$ cat config.mk
export PLATFORM = sky130hd
export DESIGN_NAME = bk_adder_pipe
export DESIGN_NICKNAME = d
export VERILOG_FILES = /design/src/rtl/bk_adder_pipe.sv
export SDC_FILE = /design/constraint.sdc
export NUM_CORES = 1
export LEC_CHECK = 0
export CORE_UTILIZATION = 31
export CTS_CLUSTER_DIAMETER = 60
export DETAILED_ROUTE_END_ITERATION = 6
export PLACE_DENSITY = 0.53
export RECOVER_POWER = 25
export SETUP_SLACK_MARGIN = 0.4
export SLEW_MARGIN = 5
export SYNTH_ARGS = -nofsm -noshare
export SYNTH_HDL_FRONTEND = slang
export SYNTH_SLANG_ARGS = --single-unit
$ cat constraint.sdc
create_clock -name clk -period 4.1 [get_ports clk]
set_input_delay 0.82 -clock clk [delete_from_list [all_inputs] [get_ports clk]]
set_output_delay 0.82 -clock clk [all_outputs]
set_load 0.02 [all_outputs]
$ cat src/rtl/bk_adder_pipe.sv
// Pipelined Brent-Kung prefix adder: WIDTH-bit operands, WIDTH+1 result, valid/ready flow.
// Define BK_ADDER_SAT_EN to saturate the result to the WIDTH-bit range on overflow.
module bk_adder_pipe #(
  parameter int              WIDTH   = 16,
  parameter logic [WIDTH:0]  RST_SUM = '0
) (
  input  logic             clk,
  input  logic             rst,
  input  logic             in_valid,
  output logic             in_ready,
  input  logic [WIDTH-1:0] a,
  input  logic [WIDTH-1:0] b,
  input  logic             carry_in,
  input  logic             signed_mode,
  output logic             out_valid,
  input  logic             out_ready,
  output logic [WIDTH:0]   sum,
  output logic             overflow
);

  localparam int LOG = $clog2(WIDTH);

  if (WIDTH < 4 || WIDTH > 64 || (WIDTH & (WIDTH - 1)) != 0) begin : g_bad_width
    $error("bk_adder_pipe: WIDTH must be a power of two between 4 and 64");
  end

`ifdef BK_ADDER_SAT_EN
  function automatic logic [WIDTH:0] saturate(input logic [WIDTH:0] exact,
                                              input logic ovf, input logic sm);
    logic [WIDTH:0] r;
    r = exact;
    if (ovf) begin
      if (!sm)              r = {1'b0, {WIDTH{1'b1}}};
      else if (exact[WIDTH]) r = {2'b11, {(WIDTH-1){1'b0}}};
      else                  r = {2'b00, {(WIDTH-1){1'b1}}};
    end
    return r;
  endfunction
`endif

  logic advance;
  assign advance  = !out_valid || out_ready;
  assign in_ready = advance;

  // ---- S1: bitwise propagate/generate, carry_in folded into bit 0 ----
  logic [WIDTH-1:0] p_s1, g_s1;
  always_comb begin
    p_s1    = a ^ b;
    g_s1    = a & b;
    g_s1[0] = g_s1[0] | (p_s1[0] & carry_in);
  end

  logic [WIDTH-1:0] p_p0, g_p0;
  logic             a_msb_p0, b_msb_p0, sm_p0, cin_p0, vld_p0;

  always_ff @(posedge clk) begin
    if (rst)          vld_p0 <= 1'b0;
    else if (advance) vld_p0 <= in_valid;
  end

  always_ff @(posedge clk) begin
    if (advance) begin
      p_p0     <= p_s1;
      g_p0     <= g_s1;
      a_msb_p0 <= a[WIDTH-1];
      b_msb_p0 <= b[WIDTH-1];
      sm_p0    <= signed_mode;
      cin_p0   <= carry_in;
    end
  end

  // ---- S2: up-sweep black cells, in place; a node at level l reads a lower node untouched at that level ----
  logic [WIDTH-1:0] gu, pu;
  always_comb begin
    gu = g_p0;
    pu = p_p0;
    for (int l = 0; l < LOG; l++) begin
      for (int i = 0; i < WIDTH; i++) begin
        if ((i + 1) % (1 << (l + 1)) == 0) begin
          gu[i] = gu[i] | (pu[i] & gu[i - (1 << l)]);
          pu[i] = pu[i] & pu[i - (1 << l)];
        end
      end
    end
  end

  logic [WIDTH-1:0] gg_p1, gp_p1, p_p1;
  logic             a_msb_p1, b_msb_p1, sm_p1, cin_p1, vld_p1;

  always_ff @(posedge clk) begin
    if (rst)          vld_p1 <= 1'b0;
    else if (advance) vld_p1 <= vld_p0;
  end

  always_ff @(posedge clk) begin
    if (advance) begin
      gg_p1    <= gu;
      gp_p1    <= pu;
      p_p1     <= p_p0;
      a_msb_p1 <= a_msb_p0;
      b_msb_p1 <= b_msb_p0;
      sm_p1    <= sm_p0;
      cin_p1   <= cin_p0;
    end
  end

  // ---- S3: down-sweep grey cells give prefix carries, then sum/overflow ----
  logic [WIDTH-1:0] gc;
  always_comb begin
    gc = gg_p1;
    for (int l = LOG - 2; l >= 0; l--) begin
      for (int i = 0; i < WIDTH; i++) begin
        if (i >= (1 << (l + 1)) && (i + 1) % (1 << (l + 1)) == (1 << l))
          gc[i] = gc[i] | (gp_p1[i] & gc[i - (1 << l)]);
      end
    end
  end

  logic [WIDTH:0] carry, exact_s3, sum_s3;
  logic           ovf_s3;
  always_comb begin
    carry    = {gc, cin_p1};
    exact_s3 = {1'b0, p_p1 ^ carry[WIDTH-1:0]};
    if (sm_p1) begin
      exact_s3[WIDTH] = a_msb_p1 ^ b_msb_p1 ^ carry[WIDTH];
      ovf_s3          = carry[WIDTH] ^ carry[WIDTH-1];
    end else begin
      exact_s3[WIDTH] = carry[WIDTH];
      ovf_s3          = carry[WIDTH];
    end
`ifdef BK_ADDER_SAT_EN
    sum_s3 = saturate(exact_s3, ovf_s3, sm_p1);
`else
    sum_s3 = exact_s3;
`endif
  end

  always_ff @(posedge clk) begin
    if (rst) begin
      out_valid <= 1'b0;
      sum       <= RST_SUM;
      overflow  <= 1'b0;
    end else if (advance) begin
      out_valid <= vld_p1;
      if (vld_p1) begin
        sum      <= sum_s3;
        overflow <= ovf_s3;
      end
    end
  end

endmodule

# [Yosys cells after proc, flatten, opt, wreduce, memory -nomap -nowiden]
# Index checks and enable logic that the tools add are counted.
# Widths: inputs -> output; s select.
[classes] n_mux=2 bitwise=74 reduce_logical=3
[op_table] op="$and 1x1->1" count=41
[op_table] op="$xor 16x16->16" count=2
[op_table] op="$or 1x1->1" count=27
[op_table] op="$and 16x16->16" count=1
[op_table] op="$xor 1x1->1" count=3
[op_table] op="$mux 1" count=2
[op_table] op="$reduce_and 2->1" count=1
[op_table] op="$logic_not 1->1" count=1
[op_table] op="$logic_or 1x1->1" count=1
[totals] reg_bits=108 input_bits=38

# [Depth between registers and ports, before layout]
# Gate-level depths: netlist (run 1).
[logic_depth] word_depth=8 ltp_mapped=7 mapped_depth_nobuf=7

# [Least setup slack after synthesis (run 1)]
# OpenSTA, ideal clock, no wires.
[synth_timing] path_type="input port to output port" from="in out_ready" to="out in_ready" t_arrival_ns=1.946 slack_ns=1.334 stages=2 n_path_buf=1 cell_sequence="nand2b_1 buf_2"
[synth_via] elab_chain_len=1
[synth_lines] item="start, declared" line="16" rtl="input logic out_ready,"
[synth_lines] item="$logic_or 1x1->1" line="42" rtl="assign advance = !out_valid || out_ready;"
[synth_lines] item="end, declared" line="10" rtl="output logic in_ready,"
# No other way between the ends.

# [Final worst setup path (run 1)]
# Same ends and word-level chain as after synthesis.

==> results.yml, run 1 <==
outcome:
  status: "complete, no violations"
worst_setup_path:
  crit_type: "input port to output port"
  start_kind: "input port"
  cp_max_fo: 4
  cp-end-kind: "output port"
  required_ns: 3.28
  cp.arrival_ns: 2.01
  rrSetupSlack_ns: 2.40
global_route:
  grt_pass1_wl_mm: 8.776
  met2_usage_pct: 15.80
  grtUsageTotal_pct: 9.960
  antenna_found_initial: 0
  grtUsageMet1_pct: 12.53
  grt_use_met3_pct: 2.058
  grt-busiest-layer: "met2"
  grt_overflow: 0
  grt_pass1_vias: 1809
  grt_start_max_net_pins: 81
drt:
  postRouteAntennaNets: 0
  drc: 0
  vias_per_cell: 4.324
  route.vias.total: 1911
  routed_wl_mm: 5.593
  first_iter_violations: 49
  first_pass_iters: 4
  wl_per_cell_um: 12.65
synthesis:
  synth-seq-area-share_pct: 74.69
  synthFlopType: "edfxtp_1"
  async_flop_share_pct: 0
  synthTopCellsByCount: "edfxtp_1, nand2_1, ha_1"
  syn_nets: 292
  ys_types: 25
  yosysWarnings: 0
  synth_most_common_cell: "edfxtp_1"
  synth_edf_count: 76
  synth_top_cell_area_share_pct: 63.07
  synth_cells: 231
  synth_top_area_cell: "edfxtp_1"
  synth-seq-cells: 97
  avgSynthCellArea_um2: 15.66
  synth_area_leaders: "edfxtp_1, dfxtp_1, ha_1, nand2_1, a21o_1"
  syn_area_um2: 3618
timing:
  rsz0062_at_grt: "false"
  fin_crit_ns: 2.832
  max_freq_mhz: 353.2
  drv_slew: 0
  setup_viol: 0
  worstMarginPinSlew_ns: 0.9751
  relSlewSlack_pct: 34.99
  holdWs_ns: 0.4206
  finalSetupTns_ns: 0
  fin_crit_sh_pct: 69.06
  final.setup.worst_slack_ns: 1.268
  clock_skew_ns: 0.006724
  hold_violations: 0
floorplan:
  die_area_um2: 12110
  placeableCoreArea_um2: 11420
  die_height_um: 110.0
  placementRows: 39
  initial_core_util_pct: 31.69
  boundaryPins: 58
  die_x_um: 110.0
clocking:
  tritoncts: "built"
  cts_sinks: 97
  clock_latency_ns: 0.33
  cts-root-buf: "clkbuf_16"
  holdBufCountCts: 0
  numCtsBuffers: 9
  cts_setup_buffers: 0
  path_clk_slew_ns: 0.06
  clockBufferDepth: 2
  htree_num_levels: 3
  cts_resized: 0
place:
  dp_cells: 426
  preCtsSetupSlack_ns: 1.263
  portBuffers: 57
  finalWeightedCongestion: 0.7066
  hpwl_mm: 3.750
power:
  power.leakage_uw: 0.001814
  power.density_nw_per_um2: 482.6
  peakVddDrop_v: 0.0002482
layout:
  nets: 355
  drive_above_1_share_pct: 6.020
  antenna_cells: 0
  fillers: 1082
  areaGrowthSynthToFinish_pct: 28.77
  fin_cells: 442
worst_hold_path:
  hp-class: "flip-flop to flip-flop"
run:
  drv_cap: 0
logic make-up (layout without fill, tap and decap cells):
logic type	Yosys count	after routing	synth area share, %
simple gates	51	51	5.809
buf+inv	7	75	0.9335
xor+xnor	12	12	2.905
fa+ha+maj	23	23	7.953
mux	1	1	0.2766
compound gates	40	40	7.435
flops	97	97	74.69
power by group:
| group | internal, uW | total [uW] | switching [uW] | leakage, uW |
|---|---|---|---|---|
| Sequential | 1160 | 1200 | 40.9 | 0.000999 |
| Clock | 533 | 854 | 321 | 0.000151 |
| Combinational | 107 | 194 | 87.1 | 0.000664 |
| Total | 1800 | 2250 | 449 | 0.00181 |
path summary, 6_finish.rpt:
| path | cells after the start | end | start |
|---|---|---|---|
| worst min-delay path | 0 | cin_p1 | cin_p0 |
| worst max-delay path | 3 | in_ready | out_ready |
| worst max register to register | 4 | vld_p0 | out_valid |
| worst min register to register | 0 | cin_p1 | cin_p0 |
registers in the layout, summed over array words and instances (netlist names):
name       count
a_msb_p0       1
a_msb_p1       1
b_msb_p0       1
b_msb_p1       1
cin_p0         1
cin_p1         1
g_p0          16
gg_p1         16
gp_p1         11
out_valid      1
overflow       1
p_p0          16
p_p1           9
sm_p0          1
sm_p1          1
sum           17
vld_p0         1
vld_p1         1
stage by stage:
stage          total power [uW]  utilization (%)  area, um2
3_5_place_dp               1422            38.12       4353
5_1_grt                    2346            40.81       4659
2_1_floorplan              1322                -       3618
6_report                   2249            40.81       4659
4_1_cts                    2285            40.81       4659
3_3_place_gp               1421            38.12       4353
layer usage:
metal,part of all wire [%],vias up
li1,-,974
met1,47,886
met2,47,42
met3,4.7,9
met4,2.2,0
met5,0,-
layout make-up:
cell class,count,area (um2),area share (%)
Sequential cell,97,2703,58.00
Multi-Input combinational cell,127,889.6,19.09
Timing Repair Buffer,58,578.1,12.41
Clock buffer,12,236.5,5.075
Tap cell,143,178.9,3.840
Clock inverter,4,70.07,1.504
Inverter,1,3.754,0.08056
placed cells by master (no fill, tap or decap), types with 2 or more instances in the layout:
master	instances
ha_1	23
clkbuf_1	3
clkbuf_16	9
a31o_1	3
nor2_1	14
and2_0	2
and3_1	2
a21o_1	12
edfxtp_1	76
dfxtp_1	21
xor2_1	3
dlygate4sd3_1	10
nand2_1	30
xnor2_1	9
clkdlybuf4s50_1	47
clkinv_2	2
bufinv_16	2
a211oi_1	4
a21oi_1	16
critical path, cell delays in order:
cell             delay (ns)
clkdlybuf4s50_1        0.46
nand2b_4               0.14
clkdlybuf4s50_1        0.60
No activity file was read; power rests on OpenSTA's default activity.
==> run 2: changes to the inputs <==
--- a/config.mk
+++ b/config.mk
@@ -8,7 +8,7 @@
 export CORE_UTILIZATION = 31
 export CTS_CLUSTER_DIAMETER = 60
 export DETAILED_ROUTE_END_ITERATION = 6
-export PLACE_DENSITY = 0.53
+export PLACE_DENSITY = 0.55
 export RECOVER_POWER = 25
 export SETUP_SLACK_MARGIN = 0.4
 export SLEW_MARGIN = 5
==> constraint.sdc (replaced) <==
create_clock -name clk -period 2.4 [get_ports clk]
set_input_delay 0.48 -clock clk [delete_from_list [all_inputs] [get_ports clk]]
set_output_delay 0.48 -clock clk [all_outputs]
set_load 0.02 [all_outputs]
==> run 2 against run 1 <==
Non-clock buffer count is 3 higher. Sequential cell count unchanged. Highest routed layer unchanged. Hold slack got worse by 0.00066 ns. Clock power rose by 60%. Count of clock-buffer cells in the layout decreased by 2. First-iteration DRC count fell by 2.0%. Die area unchanged.
==> results.yml, run 2 (synthesis gave the netlist of run 1 again) <==
layout:
  final_cell_mix: "edfxtp_1, clkdlybuf4s50_1, nand2_1"
  largest_reg_flops: 17
  final_common_cell: "edfxtp_1"
  utilization_pct: 40.94
  areaGrowthSynthToFinish_pct: 29.18
  final_area_um2: 4674
  nets: 358
  drive_above_1_share_pct: 7.285
  antenna_cells: 0
  top_register: "sum"
  fillers: 1072
floorplan:
  placementRows: 39
  die_area_um2: 12110
  die_x_um: 110.0
  placeableCoreArea_um2: 11420
  initial_core_util_pct: 31.69
  die_height_um: 110.0
  boundaryPins: 58
worst_setup_path:
  start_kind: "input port"
  cp_cell_sequence: "clkdlybuf4s50_1, nand2b_4, dlygate4sd2_1"
  r2r_cells: 6
  max_stage_delay_ns: 0.46
  crit_path_start: "out_ready"
  r2r_start: "gg_p1[7]"
  required_ns: 1.92
  rrSetupSlack_ns: 0.77
  slowest_stage: "clkdlybuf4s50_1"
  crit_path_end: "in_ready"
  cp.arrival_ns: 1.46
  cp-end-kind: "output port"
  crit_type: "input port to output port"
  cp_max_fo: 2
  worstReg2RegEnd: "overflow"
  crit_cells: 3
  worstPathBufferInverterCount: 2
  crit_family: "buffers and inverters"
global_route:
  grtUsageTotal_pct: 10.26
  grt_overflow: 0
  grtUsageMet1_pct: 12.96
  antenna_found_initial: 0
  grt_pass1_vias: 1861
  grt-busiest-layer: "met2"
  grt_start_max_net_pins: 56
  met2_usage_pct: 15.89
  grt_use_met3_pct: 2.822
  grt_pass1_wl_mm: 8.990
outcome:
  status: "complete, no violations"
timing:
  max_freq_mhz: 514.3
  setup_viol: 0
  fin_crit_ns: 1.944
  fin_crit_sh_pct: 81.02
  worstMarginPinSlew_ns: 0.7969
  relSlewSlack_pct: 46.71
  drv_slew: 0
  hold_violations: 0
  clock_skew_ns: 0.004308
  finalSetupTns_ns: 0
  rsz0062_at_grt: "false"
place:
  dpl_cell_area_um2: 4388
  finalWeightedCongestion: 0.7281
  hpwl_mm: 3.974
  portBuffers: 57
worst_hold_path:
  hp-class: "flip-flop to flip-flop"
clocking:
  holdBufCountCts: 0
  path_clk_slew_ns: 0.06
  tritoncts: "built"
  clockBufferDepth: 2
  htree_num_levels: 3
  numCtsBuffers: 9
  cts_resized: 1
  clock_latency_ns: 0.33
  cts_sinks: 97
  cts_setup_buffers: 0
  cts-root-buf: "clkbuf_16"
drt:
  vias_per_cell: 4.315
  wl_per_cell_um: 12.66
  routed_wl_mm: 5.634
  drc: 0
  route.vias.total: 1920
  first_pass_iters: 4
  first_iter_violations: 48
  postRouteAntennaNets: 0
power:
  power.density_nw_per_um2: 803.2
  peakVddDrop_v: 0.0004557
  power.leakage_uw: 0.001819
run:
  drv_cap: 0
-- run 2: stage by stage --
| stage | instances | hold slack (ns) | setup slack [ns] | total power (uW) |
|---|---|---|---|---|
| 2_1_floorplan | 231 | 0.4003 | 0.4629 | 2259 |
| 3_3_place_gp | 429 | 0.4038 | 0.1772 | 2428 |
| 3_5_place_dp | 429 | 0.4045 | 0.1842 | 2435 |
| 4_1_cts | 445 | 0.4200 | 0.4379 | 3806 |
| 5_1_grt | 445 | 0.4303 | 0.4025 | 3926 |
| 6_report | 445 | 0.4199 | 0.4555 | 3754 |
-- run 2: area by class of cell --
class                      count  area (um2)  share of cell area (%)
clock buffer                  10       229.0                   4.898
clock inverter                 6       58.81                   1.258
inverter                       1       3.754                 0.08030
multi-input combinational    127       889.6                   19.03
sequential                    97        2703                   57.82
tap                          143       178.9                   3.828
timing repair buffer          61       611.8                   13.09
-- run 2: power breakdown --
group          switching, uW  internal [uW]
combinational            150            184
sequential              69.3           1980
clock                    569            800
-- run 2: how the worst min path moves through the flow --
stage	start	end	cells after the start
finish	sm_p0	sm_p1	0
global placement	sm_p0	sm_p1	0
detailed placement	b_msb_p0	b_msb_p1	0
CTS	b_msb_p0	b_msb_p1	0
floorplan	a_msb_p0	a_msb_p1	0
global route	b_msb_p0	b_msb_p1	0
-- run 2: metal layers --
layer	up-vias	share of wire, %
li1	984	-
met1	885	48
met2	43	46
met3	8	4.6
met4	0	1.7
met5	-	0
-- run 2: worst reg2reg max path: stages (launching register included) --
cell and delay [ns]:
edfxtp_1 0.42, a21o_1 0.24, a21o_1 0.19, ha_1 0.18, o21ai_0 0.20, xor2_1 0.09
a211oi_1 0.22
==> run 3: changes to the inputs <==
==> constraint.sdc (replaced) <==
create_clock -name clk -period 1.73 [get_ports clk]
set_input_delay 0.346 -clock clk [delete_from_list [all_inputs] [get_ports clk]]
set_output_delay 0.346 -clock clk [all_outputs]
set_load 0.02 [all_outputs]
==> run 3 against run 2 <==
Hold slack gained 0.0010 ns. Register-to-register slack lost 0.58 ns. Setup slack lost 0.26 ns. Via count grew 4.5%. Largest cell class unchanged. Clock power grew 45%. Sequential cell count is the same. Design area grew 4.6%. Die area is the same. Critical path depth grew 1. Count of clock-buffer cells in the layout shrank 1. Critical endpoint is now gg_p1[15]. First-iteration DRC count grew 2.1%.
==> results.yml, run 3 (synthesis gave the netlist of run 1 again) <==
layout:
  fillers: 1074
  antenna_cells: 0
  areaGrowthSynthToFinish_pct: 35.17
  final_common_cell: "edfxtp_1"
  nets: 375
  top_register: "sum"
  largest_reg_flops: 17
  utilization_pct: 42.83
  fin_cells: 462
  drive_above_1_share_pct: 22.57
  final_area_um2: 4891
  final_cell_mix: "edfxtp_1, nand2_1, ha_1, dfxtp_1, clkdlybuf4s50_1"
power:
  power.leakage_uw: 0.001977
  p_int_uw: 4186
  combinationalPowerShare_pct: 10.1
  switching_share_pct: 22.15
  peakVddDrop_v: 0.0004647
  power.density_nw_per_um2: 1099
  pwr-share-seq_pct: 53.0
  p_switching_uw: 1191
  pwr-share-clk_pct: 37.0
global_route:
  antenna_found_initial: 0
  grt_pass1_wl_mm: 9.259
  grt_overflow: 0
  grt_start_max_net_pins: 29
  grt_pass1_vias: 1944
  grtUsageTotal_pct: 10.61
worst_setup_path:
  cp.arrival_ns: 1.64
  start_kind: "flip-flop"
  slowest_stage: "edfxtp_1"
  cp_cell_sequence: "and2_0, and3_1, a221o_1, a31o_1"
  cp-end-kind: "flip-flop"
  cp_max_fo: 3
  crit_type: "flip-flop to flip-flop"
  required_ns: 1.84
  worstPathBufferInverterCount: 0
  max_stage_delay_ns: 0.41
  crit_family: "compound AO/OA/AOI/OAI gates"
clocking:
  path_clk_slew_ns: 0.07
  numCtsBuffers: 9
  cts-root-buf: "clkbuf_16"
  htree_num_levels: 3
  tritoncts: "built"
  clockBufferDepth: 2
  clock_latency_ns: 0.34
  cts_sinks: 97
floorplan:
  die_area_um2: 12110
  boundaryPins: 58
  initial_core_util_pct: 31.69
  die_x_um: 110.0
  die_height_um: 110.0
  placementRows: 39
  placeableCoreArea_um2: 11420
place:
  hpwl_mm: 3.861
  finalWeightedCongestion: 0.6869
  preCtsSetupSlack_ns: -0.1535
  portBuffers: 57
  dp_cells: 433
  dpl_cell_area_um2: 4442
drt:
  route.vias.total: 2007
  first_iter_violations: 49
  routed_wl_mm: 5.981
  wl_per_cell_um: 12.95
  drc: 0
  first_pass_iters: 4
  postRouteAntennaNets: 0
  vias_per_cell: 4.344
outcome:
  status: "complete, no violations"
timing:
  clock_skew_ns: 0.008970
  final.setup.worst_slack_ns: 0.1908
  relSlewSlack_pct: 83.94
  max_freq_mhz: 649.7
  setup_viol: 0
  worstMarginPinSlew_ns: 0.2409
  fin_crit_sh_pct: 88.97
  finalSetupTns_ns: 0
  rsz0062_at_grt: "true"
  fin_crit_ns: 1.539
  hold_violations: 0
  drv_slew: 0
run:
  drv_cap: 0
worst_hold_path:
  hp-class: "flip-flop to flip-flop"
==> run 3: cell types whose count changed in the layout (fill, tap and decap cells not counted), moves of 3 or more <==
cell             before  now
clkbuf_2              0    4
inv_6                 0    3
nor2_1               14   11
clkdlybuf4s15_2       0    6
buf_2                 0    9
dlygate4sd3_1        13   17
buf_6                 0    3
clkdlybuf4s50_1      43   19
ha_1                 23   20
buf_4                 3    8
clkbuf_4              0    5
==> run 3: power by group through the flow <==
| stage | clock network [uW] | registers [uW] | logic [uW] |
|---|---|---|---|
| 2_1_floorplan | 0 | 2900 | 247 |
| 3_3_place_gp | 0 | 2890 | 486 |
| 3_5_place_dp | 0 | 2900 | 485 |
| 4_1_cts | 2040 | 2850 | 531 |
| 5_1_grt | 2120 | 2870 | 609 |
| 6_report | 1990 | 2850 | 542 |
==> run 3: stage by stage <==
| step | total power [uW] | hold WS [ns] |
|---|---|---|
| 5_1_grt | 5604 | 0.4348 |
| 6_report | 5377 | 0.4209 |
| 3_5_place_dp | 3384 | 0.4062 |
| 2_1_floorplan | 3145 | 0.4003 |
| 4_1_cts | 5423 | 0.4236 |
| 3_3_place_gp | 3379 | 0.4038 |
==> run 3: repair_timing <==
item,CTS,global route
hold endpoints to repair,0,0
resized for setup,68,25
buffers inserted,7,4
cloned,2,0
hold buffers,0,0
endpoints found under the setup margin,103,96
pin swaps,16,15
==> run 3: final timing paths <==
check / slack [ns] / cells after the start / end / start
hold reg to reg: 0.42 / 0 / cin_p1 / cin_p0
setup / recovery: 0.19 / 4 / gg_p1[15] / p_p0[13]
hold / removal: 0.42 / 0 / cin_p1 / cin_p0
setup reg to reg: 0.19 / 4 / gg_p1[15] / p_p0[13]
==> run 3: layout make-up <==
cell class	instances	area [um2]	area share, %
inverters	1	3.754	0.07675
flip-flops and latches	97	2704	55.28
clock inverters	7	76.32	1.561
repair buffers	77	730.7	14.94
well taps	143	178.9	3.658
clock buffers	9	225.2	4.605
multi-input cells	128	972.2	19.88
==> run 3: routing by layer <==
metal	vias up	part of all wire [%]	GRT usage (%)
met5	-	0	0
met4	0	1.5	6.571
met3	8	4.0	2.175
met2	41	49	17.90
met1	936	45	12.39
li1	1022	-	-
